### src/rtl/tt_reshape_pkg.sv
// tt_reshape_pkg
//   Shared definitions for the reshape gather buffer and its bank storage.
//   Provides the default matrix geometry (X_WIDTH elements of Y_WIDTH bits,
//   LANES elements per input beat), derived beat/count widths, the bank
//   select type and a helper that sizes index fields safely for a count of 1.
package tt_reshape_pkg;

    localparam int DEF_X_WIDTH = 32;
    localparam int DEF_Y_WIDTH = 4;
    localparam int DEF_LANES   = 8;
    localparam int DEF_BEATS   = DEF_X_WIDTH / DEF_LANES;
    localparam int DEF_CNT_W   = $clog2(DEF_X_WIDTH + 1);

    // One bit selects between the two ping-pong banks.
    typedef logic bank_sel_t;

    // Width of an index into n items; never zero so a 1-beat matrix still
    // gets a legal (constant zero) beat counter.
    function automatic int idx_width(input int n);
        return (n > 1) ? $clog2(n) : 1;
    endfunction

endpackage

### src/rtl/tt_reshape_gather_bank.sv
// tt_reshape_gather_bank
//   Storage for one X_WIDTH x Y_WIDTH matrix, written one beat (LANES
//   elements) at a time.
//   Ports:
//     clk, reset    clock, synchronous active-high reset (clears storage)
//     we            write this beat into the bank
//     beat_idx      which LANES-element slice the beat lands in
//     lanes         beat data, element l at [l*Y_WIDTH +: Y_WIDTH]
//     clear_others  zero every slice other than beat_idx during this write
//     data          whole matrix, element e at [e*Y_WIDTH +: Y_WIDTH]
module tt_reshape_gather_bank
    import tt_reshape_pkg::*;
#(
    parameter int X_WIDTH = DEF_X_WIDTH,
    parameter int Y_WIDTH = DEF_Y_WIDTH,
    parameter int LANES   = DEF_LANES,
    parameter int BI_W    = idx_width(X_WIDTH / LANES)
) (
    input  logic                       clk,
    input  logic                       reset,
    input  logic                       we,
    input  logic [BI_W-1:0]            beat_idx,
    input  logic [LANES*Y_WIDTH-1:0]   lanes,
    input  logic                       clear_others,
    output logic [X_WIDTH*Y_WIDTH-1:0] data
);

    localparam int BEATS = X_WIDTH / LANES;
    localparam int SEG_W = LANES * Y_WIDTH;

    // Storage is organised as BEATS slices; the first beat of a matrix
    // wipes the stale slices so an early-closed matrix reads zero above
    // its last written element.
    always_ff @(posedge clk) begin
        if (reset) begin
            data <= '0;
        end else if (we) begin
            for (int b = 0; b < BEATS; b++) begin
                if (beat_idx == BI_W'(b)) begin
                    data[b*SEG_W +: SEG_W] <= lanes;
                end else if (clear_others) begin
                    data[b*SEG_W +: SEG_W] <= '0;
                end
            end
        end
    end

endmodule

### src/rtl/tt_reshape_gather.sv
// tt_reshape_gather
//   Ping-pong gather buffer feeding the XY->YX reshape stage. Beats of LANES
//   Y_WIDTH-bit elements are assembled into a full X_WIDTH-element matrix,
//   which is then offered downstream while the other bank fills.
//   Ports:
//     i_clk, i_reset  clock, synchronous active-high reset
//     i_valid/o_ready input beat handshake; i_rows beat data, i_last closes
//                     the matrix early
//     o_valid/i_ready matrix handshake; o_xy_signal matrix (element e at
//                     [e*Y_WIDTH +: Y_WIDTH]), o_count elements written
//     i_flush         only when TT_RESHAPE_GATHER_FLUSH_EN is defined:
//                     drops pending matrices and any beat in that cycle
//   Handshakes: a transfer happens on a rising edge where valid && ready.
//   The sender holds valid and its payload stable until that edge; ready
//   here is derived from registered state only and never looks at valid.
module tt_reshape_gather
    import tt_reshape_pkg::*;
#(
    parameter int X_WIDTH = DEF_X_WIDTH,
    parameter int Y_WIDTH = DEF_Y_WIDTH,
    parameter int LANES   = DEF_LANES
) (
    input  logic                           i_clk,
    input  logic                           i_reset,
    input  logic                           i_valid,
    output logic                           o_ready,
    input  logic [LANES*Y_WIDTH-1:0]       i_rows,
    input  logic                           i_last,
`ifdef TT_RESHAPE_GATHER_FLUSH_EN
    input  logic                           i_flush,
`endif
    output logic                           o_valid,
    input  logic                           i_ready,
    output logic [X_WIDTH*Y_WIDTH-1:0]     o_xy_signal,
    output logic [$clog2(X_WIDTH+1)-1:0]   o_count
);

    localparam int BEATS = X_WIDTH / LANES;
    localparam int BI_W  = idx_width(BEATS);
    localparam int CNT_W = $clog2(X_WIDTH + 1);
    localparam int MW    = X_WIDTH * Y_WIDTH;

    logic [1:0]       full;
    bank_sel_t        wr_bank;
    bank_sel_t        rd_bank;
    logic [BI_W-1:0]  beat_idx;
    logic [CNT_W-1:0] cnt [2];
    logic [MW-1:0]    bank_data [2];

    logic             flush;
    logic             accept;
    logic             close;
    logic             drain;
    logic [CNT_W-1:0] close_cnt;

`ifdef TT_RESHAPE_GATHER_FLUSH_EN
    assign flush = i_flush;
`else
    assign flush = 1'b0;
`endif

    assign o_ready   = !full[wr_bank] && !i_reset;
    // A beat accepted alongside a flush is discarded.
    assign accept    = i_valid && o_ready && !flush;
    assign close     = i_last || (beat_idx == BI_W'(BEATS - 1));
    assign drain     = full[rd_bank] && i_ready;
    assign close_cnt = CNT_W'((int'(beat_idx) + 1) * LANES);

    assign o_valid     = full[rd_bank];
    assign o_xy_signal = bank_data[rd_bank];
    assign o_count     = cnt[rd_bank];

    for (genvar g = 0; g < 2; g++) begin : g_bank
        tt_reshape_gather_bank #(
            .X_WIDTH (X_WIDTH),
            .Y_WIDTH (Y_WIDTH),
            .LANES   (LANES),
            .BI_W    (BI_W)
        ) u_bank (
            .clk          (i_clk),
            .reset        (i_reset),
            .we           (accept && (wr_bank == bank_sel_t'(g))),
            .beat_idx     (beat_idx),
            .lanes        (i_rows),
            .clear_others (beat_idx == '0),
            .data         (bank_data[g])
        );
    end

    // A write never targets a full bank, so when a close and a drain happen
    // in the same cycle they always touch different full bits.
    always_ff @(posedge i_clk) begin
        if (i_reset) begin
            full     <= '0;
            wr_bank  <= 1'b0;
            rd_bank  <= 1'b0;
            beat_idx <= '0;
            cnt[0]   <= '0;
            cnt[1]   <= '0;
        end else if (flush) begin
            full     <= '0;
            wr_bank  <= 1'b0;
            rd_bank  <= 1'b0;
            beat_idx <= '0;
        end else begin
            if (accept) begin
                if (close) begin
                    full[wr_bank] <= 1'b1;
                    cnt[wr_bank]  <= close_cnt;
                    wr_bank       <= ~wr_bank;
                    beat_idx      <= '0;
                end else begin
                    beat_idx <= beat_idx + BI_W'(1);
                end
            end
            if (drain) begin
                full[rd_bank] <= 1'b0;
                rd_bank       <= ~rd_bank;
            end
        end
    end

`ifdef SIM
`ifndef DISABLE_ASSERTIONS
    logic                     chk_stall;
    logic [LANES*Y_WIDTH-1:0] chk_rows;
    logic                     chk_last;

    always_ff @(posedge i_clk) begin
        chk_stall <= i_valid && !o_ready && !i_reset;
        chk_rows  <= i_rows;
        chk_last  <= i_last;
        if (!i_reset) begin
            a_geom: assert (X_WIDTH % LANES == 0);
            if (chk_stall) begin
                a_hold: assert (i_valid && (i_rows == chk_rows) && (i_last == chk_last));
            end
        end
    end
`endif
`endif

endmodule
### config.mk
export PLATFORM = sky130hd
export DESIGN_NAME = tt_reshape_gather
export DESIGN_NICKNAME = d
export VERILOG_FILES = /design/src/rtl/tt_reshape_pkg.sv /design/src/rtl/tt_reshape_gather_bank.sv /design/src/rtl/tt_reshape_gather.sv
export SDC_FILE = /design/constraint.sdc
export NUM_CORES = 1
export LEC_CHECK = 0
export CAP_MARGIN = 20
export CORE_UTILIZATION = 54
export CTS_CLUSTER_SIZE = 30
export DETAILED_ROUTE_END_ITERATION = 8
export PLACE_DENSITY_LB_ADDON = 0.05
export SYNTH_ARGS = -nofsm -noshare
export SYNTH_HDL_FRONTEND = slang
export SYNTH_SLANG_ARGS = --single-unit
### constraint.sdc
create_clock -name i_clk -period 2.2 [get_ports i_clk]
set_clock_uncertainty 0.1 [all_clocks]
set_input_delay 0.44 -clock i_clk [delete_from_list [all_inputs] [get_ports i_clk]]
set_output_delay 0.44 -clock i_clk [all_outputs]
set_load 0.005 [all_outputs]
==> out/metrics.cfg <==
[routing]
wire_per_inst_um=22.9
vias=10300
viasPerCell=6.40
drt-pass1-iter-count=5
postRouteWirelength_mm=36.9
ant_nets=0
first_iter_violations=1100
drcViolationCount=0

[timing]
whs_ps=359
finalSetupTns_ps=-16640
post-route-min-period_ps=2440
fin_crit_sh_pct=111
finalSetupViolCount=129
drv_slew=0
rsz0062_at_grt=true
slew_headroom_pct=50.0
max_freq_ghz=0.410
worst_pin_slew_ps=750
hold_viol_final=0
layout_setup_ws_ps=-238

[cts]
clkLatencyLatePin_ps=540
cts_root_buffer=clkbuf_16
cts.sinks=269
clockBufferDepth=3
numCtsBuffers=28
cts_tree=yes
htreeDepth=1
cts_hold_buf=0
path_clk_slew_ps=60

[pwr]
finalPower_w=0.0111
p_leak_nw=6.11
pwr_density_cell_nw_per_um2=699
vdd_drop_max_mv=0.509

[global_routing]
gr-total-overflow=0
grt_pass1_wl_mm=56.1
antenna_found_initial=2
grt_max_degree=86
grt_pass1_vias=9747
track_usage_pct=32.9

[logic_synthesis]
synth_edf_count=6
async_reset_ff_share_pct=0
yosysSeqAreaShare_pct=48.2
ys_top_cells_by_count=263 x dfxtp_1, 133 x a21oi_1, 132 x mux2_2
ys.flop_type=dfxtp_1
syn_area_per_cell_um2=9.96
synth.distinct_cells=46
netlist_instances=1135
yosysTopAreaCell=dfxtp_1
yosysMostFrequentCell=dfxtp_1
synth_area_leaders=dfxtp_1 47%, mux2_2 13%, a22o_1 7.2%
synth_warnings=0
synth.top_cell.area_share_pct=46.6
syn_area_um2=11300
synth-seq-cells=269

[worst_setup_path]
crit_start=rd_bank
critPathRequiredTime_ps=1660
crit_fanout=7
crit_path_end_kind=output pin
worstPathArrival_ps=1900
start_kind=register
rr_startpoint=beat_idx[1]
critPathKind=register to output pin

[die]
die_y_um=147
ios=173
fp.dieW_um=147
die_area_um2=21500
start_util_pct=55.5
design.core.area_um2=20400
rows=52

[placement]
dpl_worst_slack_ps=-24.5
place_hpwl_mm=20.1
numPortBuffers=169
gp_congestion=0.856

[layout]
drive_gt1_share_pct=32.6
syn_to_final_growth_pct=40.9
nNetsFinal=1361
final_util_pct=78.2
num_antenna_cells=0
fillCellCount=1318

[status]
outcome=complete, but fails checks
violations=negative setup slack

[run]
maxCapViolations=0

[worst_hold_path]
hold_class=input pin to register
worstHoldStart=i_reset

## final timing paths
kind	end	depth (start not counted)	slack, ps
worst min-delay path	g_bank[1].u_bank.data[95]	3	360
worst max register to register	g_bank[0].u_bank.data[114]	6	170
worst min register to register	g_bank[1].u_bank.data[71]	1	370
worst max-delay path	o_xy_signal[24]	6	-240
## kinds of logic after synthesis
family                   after synthesis  synth area share (%)
flip-flops                           269                  48.2
multiplexers                         133                  13.3
buffers and inverters                135                  5.28
other                                  1                0.0332
adder cells (fa/ha/maj)                4                 0.443
AND/OR/NAND/NOR                      191                  10.1
AO/OA/AOI/OAI                        402                  22.7
## flip-flops by register name, summed over array words and instances, names as in the netlist, named ones only
| name | flops |
|---|---|
| full | 2 |
| g_bank.u_bank.data | 256 |
| cnt | 6 |
| wr_bank | 1 |
| rd_bank | 1 |
| beat_idx | 2 |
## metrics by stage
step           cells  area, µm²
2_1_floorplan   1137      11300
5_1_grt         1612      15900
6_report        1612      15900
3_3_place_gp    1500      13400
4_1_cts         1608      15700
3_5_place_dp    1500      13400
## cell usage in the layout (no fill, tap or decap), types with 35 or more instances in the layout
cell type,n
a22o_1,93
nand4_1,64
dfxtp_1,260
buf_4,42
nand3_1,65
buf_6,131
o21ai_0,120
mux2_4,130
buf_12,35
a21oi_1,130
clkdlybuf4s50_1,35
## area by class of cell
class | instances | area (µm²) | area share (%)
clock buffers | 46 | 870 | 5.46
clock inverters | 6 | 55.1 | 0.346
inverters | 4 | 15.0 | 0.0943
multi-input cells | 733 | 5780 | 36.3
flip-flops and latches | 269 | 5450 | 34.2
well taps | 270 | 338 | 2.12
repair buffers | 284 | 3410 | 21.4
## what timing repair did
item,CTS,global route
pin swaps,0,0
cloned,14,2
setup buffers,42,10
resized for setup,721,80
endpoints found under the setup margin,133,130
## where the power goes
part           total (W)  switching (W)  internal, W
logic            0.00143       0.000798     0.000632
registers        0.00499      0.0000357      0.00495
clock network    0.00471        0.00191      0.00280
## per-layer routing
| layer | global-route usage (%) | up-vias | share of wire (%) |
|---|---|---|---|
| li1 | - | 4625 | - |
| met1 | 45.6 | 5052 | 41 |
| met4 | 12.4 | 2 | 3.2 |
| met2 | 51.8 | 547 | 47 |
| met5 | 0 | - | 0.032 |
| met3 | 5.00 | 87 | 8.5 |
## worst max-delay path, stage by stage (launching register included)
cell	delay, ps
dfxtp_4	370
buf_12	140
buf_12	130
buf_12	130
buf_16	140
mux2_4	310
buf_6	120
Power figures use the tool's default switching activity.
